==> src/rtl/router_pkg.sv <==
// Shared constants and helpers for the router synchroniser.
package router_pkg;

  localparam int unsigned DEFAULT_SOFT_RST_CYC = 30;

  // Address width that can index n ports, never less than one bit.
  function automatic int unsigned calc_addr_w(input int unsigned n);
    int unsigned w;
    w = $clog2(n);
    return (w < 1) ? 1 : w;
  endfunction

endpackage

==> src/rtl/router_sync_timer.sv <==
// Per-port stall timeout: pulses soft_reset for one cycle after SOFT_RST_CYC
// consecutive edges with valid data that is not being read.
module router_sync_timer #(
  parameter int unsigned SOFT_RST_CYC = 30
) (
  input  logic clock,
  input  logic resetn,
  input  logic vld,
  input  logic read_enb,
  output logic soft_reset
);

  localparam int unsigned CntW = $clog2(SOFT_RST_CYC);
  localparam logic [CntW-1:0] CntMax = CntW'(SOFT_RST_CYC - 1);

  logic [CntW-1:0] cnt_q, cnt_d;
  logic            pulse_q, pulse_d;
  logic            stall;

  assign stall = vld & ~read_enb;

  always_comb begin
    cnt_d   = '0;
    pulse_d = 1'b0;
    if (stall) begin
      if (cnt_q == CntMax) begin
        pulse_d = 1'b1;
      end else begin
        cnt_d = cnt_q + 1'b1;
      end
    end
  end

  always_ff @(posedge clock) begin
    if (!resetn) begin
      cnt_q   <= '0;
      pulse_q <= 1'b0;
    end else begin
      cnt_q   <= cnt_d;
      pulse_q <= pulse_d;
    end
  end

  assign soft_reset = pulse_q;

endmodule

==> src/rtl/router_sync_param.sv <==
// Router synchroniser: latches the header destination, steers FIFO writes,
// reports the selected FIFO's full flag and runs per-port stall timeouts.
module router_sync_param
  import router_pkg::*;
#(
  parameter int unsigned NUM_PORTS    = 3,
  parameter int unsigned SOFT_RST_CYC = DEFAULT_SOFT_RST_CYC,
  localparam int unsigned ADDR_W      = calc_addr_w(NUM_PORTS)
) (
  input  logic                 clock,
  input  logic                 resetn,
  input  logic                 detect_add,
  input  logic                 write_enb_reg,
  input  logic [ADDR_W-1:0]    data_in,
  input  logic [NUM_PORTS-1:0] read_enb,
  input  logic [NUM_PORTS-1:0] empty,
  input  logic [NUM_PORTS-1:0] full,
  output logic [NUM_PORTS-1:0] vld_out,
  output logic [NUM_PORTS-1:0] soft_reset,
  output logic [NUM_PORTS-1:0] write_enb,
  output logic                 fifo_full,
  output logic                 addr_err
);

  logic [ADDR_W-1:0] addr_q, addr_d;
  logic              addr_err_q, addr_err_d;

  always_comb begin
    addr_d     = addr_q;
    addr_err_d = addr_err_q;
    if (detect_add) begin
      addr_d     = data_in;
      addr_err_d = (32'(data_in) >= NUM_PORTS);
    end
  end

  always_ff @(posedge clock) begin
    if (!resetn) begin
      addr_q     <= '0;
      addr_err_q <= 1'b0;
    end else begin
      addr_q     <= addr_d;
      addr_err_q <= addr_err_d;
    end
  end

  // Decode against the latched address only; an out-of-range address selects nothing.
  always_comb begin
    write_enb = '0;
    fifo_full = 1'b0;
    for (int unsigned i = 0; i < NUM_PORTS; i++) begin
      if (!addr_err_q && (addr_q == ADDR_W'(i))) begin
        write_enb[i] = write_enb_reg;
        fifo_full    = full[i];
      end
    end
  end

  assign vld_out  = ~empty;
  assign addr_err = addr_err_q;

  for (genvar g = 0; g < NUM_PORTS; g++) begin : gen_timer
    router_sync_timer #(
      .SOFT_RST_CYC(SOFT_RST_CYC)
    ) u_timer (
      .clock     (clock),
      .resetn    (resetn),
      .vld       (vld_out[g]),
      .read_enb  (read_enb[g]),
      .soft_reset(soft_reset[g])
    );
  end

endmodule

==> config.mk <==
export PLATFORM = sky130hd
export DESIGN_NAME = router_sync_param
export DESIGN_NICKNAME = d
export VERILOG_FILES = /design/src/rtl/router_pkg.sv /design/src/rtl/router_sync_timer.sv /design/src/rtl/router_sync_param.sv
export SDC_FILE = /design/constraint.sdc
export NUM_CORES = 1
export LEC_CHECK = 0
export ABC_AREA = 1
export BUFFER_PORTS_ARGS = -buffer_cell sky130_fd_sc_hd__buf_2
export CAP_MARGIN = 20
export CORE_ASPECT_RATIO = 0.8
export CORE_MARGIN = 10
export CORE_UTILIZATION = 42
export CTS_CLUSTER_SIZE = 40
export DETAILED_ROUTE_END_ITERATION = 12
export PLACE_DENSITY = 0.66
export SLEW_MARGIN = 20
export SYNTH_ARGS = -nofsm -noshare
export SYNTH_HDL_FRONTEND = slang
export SYNTH_SLANG_ARGS = --single-unit
==> constraint.sdc <==
create_clock -name clock -period 1.7 [get_ports clock]
set_input_delay 0.34 -clock clock [delete_from_list [all_inputs] [get_ports clock]]
set_output_delay 0.34 -clock clock [all_outputs]
set_load 0.1 [all_outputs]
After elaboration in Yosys (flattened, before gate mapping)

Index checks and enable logic that the tools add are counted.

Word-level logic and storage cells: 48
Bits in registers: 21
Output and inout port bits: 11

Bitwise gates (word level): 11
Add/subtract/negate cells: 3
$lt $le $gt $ge: 1
Multiplexer cells: 9
Reductions and logical operators: 11
Equal/unequal tests: 5

Operator list:

| operator                                       | number |
|---|---|
| adder 5 x 1 -> 5 bit (second input constant)   | 3 |
| == test 5 bit (second input constant)          | 3 |
| two-way mux 1 bit                              | 9 |
| OR reduction 3 bit                             | 3 |
| inverter 1 bit                                 | 7 |
| AND reduction 2 bit                            | 3 |
| bitwise AND 1 bit                              | 3 |
| logical AND 1 bit                              | 3 |
| inverter 3 bit                                 | 1 |
| == test 2 x 1 -> 1 bit (second input constant) | 1 |
| == test 2 bit (second input constant)          | 1 |
| >= comparator 2 bit (second input constant)    | 1 |
| logical NOT 2 bit                              | 1 |
| logical NOT 1 bit                              | 1 |

Logic depth before layout (Yosys ltp)

Depth in word-level cells: 5
Gate-level depth with buffers: 7
Gate-level depth less buffers: 7

By module

Synthesis repeated with hierarchy kept, for this count alone.

Cell total of the unflattened synthesis: 133
Area, all modules: 984.7 µm²

Modules (own cells, without submodules):

| module            | seq. area each (µm²) | cells an instance | instances | area each (µm²) |
|---|---|---|---|---|
| router_sync_timer | 120.1                | 34                | 3         | 266.5 |
| router_sync_param | 60.1                 | 31                | 1         | 185.2 |

Worst setup path after synthesis

OpenSTA, ideal clock, no wires.

Kind: flip-flop to output port
From: register addr_err_q, in the netlist addr_err
To: output write_enb[0]
Path slack: -2.348 ns
Stages on the path, launching flop included: 2
Arrival time: 3.708 ns
Required time: 1.360 ns
Buffers on the path: 0
Path through: dfxtp_1 -> nor4_1

Cells in the longest elaborated chain, start to end: 3

Ends and longest elaborated chain:

| element                | line                    | text |
|---|---|---|
| start, declared        | router_sync_param.sv:26 | `logic addr_err_q, addr_err_d;` |
| start signal, assigned | router_sync_param.sv:43 | `addr_err_q <= addr_err_d;` |
| logical NOT 1 bit      | router_sync_param.sv:52 | `if (!addr_err_q && (addr_q == ADDR_W'(i))) begin` |
| logical AND 1 bit      | router_sync_param.sv:52 |  |
| two-way mux 1 bit      | router_sync_param.sv:52 |  |
| end, declared          | router_sync_param.sv:20 | `output logic [NUM_PORTS-1:0] write_enb,` |

Every way passes these cells.

Worst setup path in the final report

From: register addr_q[1]
To: output write_enb[2]

Cells in the longest elaborated chain, start to end: 3

Ends and longest elaborated chain:

| element                | line                    | text |
|---|---|---|
| start, declared        | router_sync_param.sv:25 | `logic [ADDR_W-1:0] addr_q, addr_d;` |
| start signal, assigned | router_sync_param.sv:42 | `addr_q <= addr_d;` |
| == test 2 bit          | router_sync_param.sv:52 |  |
| logical AND 1 bit      | router_sync_param.sv:52 |  |
| two-way mux 1 bit      | router_sync_param.sv:52 |  |

Every way passes these cells.

==> run_results.csv <==
group,metric,value,unit
worst_setup_path,r2r_cells,6,
synthesis,synth.distinct_cells,17,
placed_design,io_buffer_count,25,
worst_setup_path,reg2reg_from,"gen_timer[2].u_timer.cnt_q[0]",
final_layout,n_antenna_cell,0,
clock_network,clk_pin_slew,0.11,ns
synthesis,synth_largest_area_cell,"dfxtp_1",
placed_design,hpwl,1714,um
timing,slew_headroom,67.25,%
clock_network,clock-sinks,21,
die,fp.dieH,63.83,um
worst_setup_path,reg2reg_to,"gen_timer[2].u_timer.cnt_q[0]",
synthesis,netlist_top_cells_area,"dfxtp_1 (42%), nand2_1 (8.9%), nor2_1 (8.6%)",
timing,slew_violations,0,
clock_network,cts_hold_buf,0,
drt,firstDrtPassIters,4,
drt,drtIter0Drc,18,
grt,grt-ovfl-total,0,
drt,drt-total-wl,2011,um
grt,first_global_vias,788,
timing,skew,0.001164,ns
die,ios,26,
timing,min_period_over_period,94.10,%
die,fp.coreArea,2215,um2
die,row_count,15,
synthesis,synth_ff_type,"dfxtp_1",
min_path,holdCritStartpoint,"read_enb[0]",
clock_network,clk_latency,0.30,ns
clock_network,cts_buffer_depth,2,
die,die_area,4773,um2
clock_network,root_buffer,"clkbuf_4",
worst_setup_path,reg2reg_slack,0.64,ns
grt,grt_max_degree,12,
synthesis,yosys_warnings,0,
timing,clock.fmax,625.1,MHz
power_and_ir_drop,powerDensity,740.8,nW/um2
run,cap_viol_max_count,0,
timing,tightestPinTransition,0.4947,ns
worst_setup_path,worst-setup-path-type,"reg -> out",
power_and_ir_drop,p_leak,0.0005683,uW
worst_setup_path,crit_required,1.36,ns
min_path,min_path_cells,2,
drt,vias,893,
die,die_w,74.79,um
final_layout,area_growth_syn_to_layout,24.69,%
timing,post-route-min-period,1.600,ns
final_layout,nNetsFinal,182,
final_layout,fillers,215,
worst_setup_path,cp-start-kind,"register",
clock_network,numCtsBuffers,3,
timing,finalSetupViolCount,0,
power_and_ir_drop,power.total,931.5,uW
grt,grt_antenna_before_repair,0,
synthesis,ys_ff_latch,21,
synthesis,synth_fp_nets,158,
power_and_ir_drop,max-vdd-ir-drop,447.1,uV
synthesis,synth_common_cells,"nand2_1 (24), nor2_1 (23), dfxtp_1 (21), inv_1 (21), nand3_1 (11)",
timing,hold_viol_final,0,
timing,rsz0062_at_grt,"no",
clock_network,cts_setup_buffers,0,
worst_setup_path,worstSetupEndpointType,"primary output",
synthesis,yosysTopAreaCellShare,41.69,%
run_status,status,"completed",
min_path,worstHoldEndpoint,"gen_timer[0].u_timer.soft_reset",
final_layout,drive_gt1_share,26.88,%
drt,wl_per_cell,10.87,um
grt,grt_first_pass_wirelength,3346,um
clock_network,h-tree-depth,1,
drt,drtAntennaViolNets,0,
placed_design,place_congestion,0.8201,
clock_network,post_cts_resized,0,
synthesis,syn_avg_cell_area,7.361,um2
synthesis,syn_inst,137,
min_path,hp-class,"in -> reg",
drt,via_per_inst,4.827,
worst_setup_path,crit_fanout,4,
synthesis,async_reset_ff_share,0,%
placed_design,dp_slack,0.3578,ns
synthesis,yosysMostFrequentCell,"nand2_1",
synthesis,yosysSeqAreaShare,41.69,%
timing,finalSetupTns,0,ns
grt,grt_usage,8.639,%
worst_setup_path,cp.arrival,1.26,ns
clock_network,cts_tree,"yes",
timing,setup_ws,0.1003,ns
synthesis,synth_edf_count,0,
synthesis,syn_area,1008,um2
die,initial_core_util,45.54,%
drt,drc_errors,0,
[layout make-up]
class | instances | area [um2] | share of cell area [%]
Multi-Input combinational cell | 87 | 499.2 | 39.70
Tap cell | 25 | 31.28 | 2.488
Clock buffer | 4 | 26.28 | 2.090
Sequential cell | 21 | 429.2 | 34.13
Timing Repair Buffer | 25 | 185.2 | 14.73
Inverter | 23 | 86.33 | 6.866
[worst max-delay path, stage by stage (launching register included)]
cell	delay [ns]
dfxtp_4	0.39
inv_2	0.06
nor4_4	0.29
buf_12	0.21
[worst max path at each step]
stage / start / to / slack (ns) / cells past startpoint
after CTS: addr_q[0] / write_enb[1] / 0.003 / 3
after floorplan: addr_err / write_enb[0] / -0.17 / 1
after detailed placement: addr_q[0] / write_enb[1] / 0.36 / 3
after global routing: addr_q[1] / write_enb[2] / 0.02 / 3
final: addr_q[1] / write_enb[2] / 0.10 / 3
after global placement: addr_q[0] / write_enb[1] / 0.40 / 3
[state kept, by name, summed over array words and instances, names as in the netlist]
signal / flops
gen_timer.u_timer.cnt_q: 15
addr_err: 1
gen_timer.u_timer.soft_reset: 3
addr_q: 2
[power by group]
part / switching [uW] / internal (uW)
registers: 12.9 / 498
clock network: 142 / 91.4
logic: 127 / 59.4
[stage by stage]
step,hold WS (ns),cell area (um2),std cells,util (%)
6_report,0.2039,1257,185,56.78
5_1_grt,0.1990,1257,185,56.78
4_1_cts,0.1879,1254,185,56.61
3_5_place_dp,0.4779,1227,181,55.42
3_3_place_gp,0.4631,1227,181,55.42
2_1_floorplan,0.4190,1056,137,-
[cells by family (layout without fill, tap and decap cells)]
group,count (synthesis),count (layout),synth area share [%]
simple gates,74,74,33.25
buf+inv,29,52,13.03
compound gates,4,4,1.984
fa+ha+maj,6,6,7.444
flops,21,21,41.69
xor+xnor,3,3,2.606
[routing by layer]
| layer | global-route usage, % | part of all wire [%] | vias up |
|---|---|---|---|
| li1 | - | - | 469 |
| met1 | 9.655 | 41 | 396 |
| met2 | 14.02 | 46 | 26 |
| met3 | 4.630 | 12 | 2 |
| met4 | 2.123 | 0.40 | 0 |
| met5 | 0 | 0 | - |
[layout by cell type (no fill, tap or decap), types with 4 or more instances in the layout]
cell / instances
nand2_1: 24
nor2_1: 22
buf_2: 21
inv_1: 20
dfxtp_1: 18
nand3_1: 10
nand4_1: 8
ha_1: 6
buf_12: 4
Power figures use the tool's default switching activity.
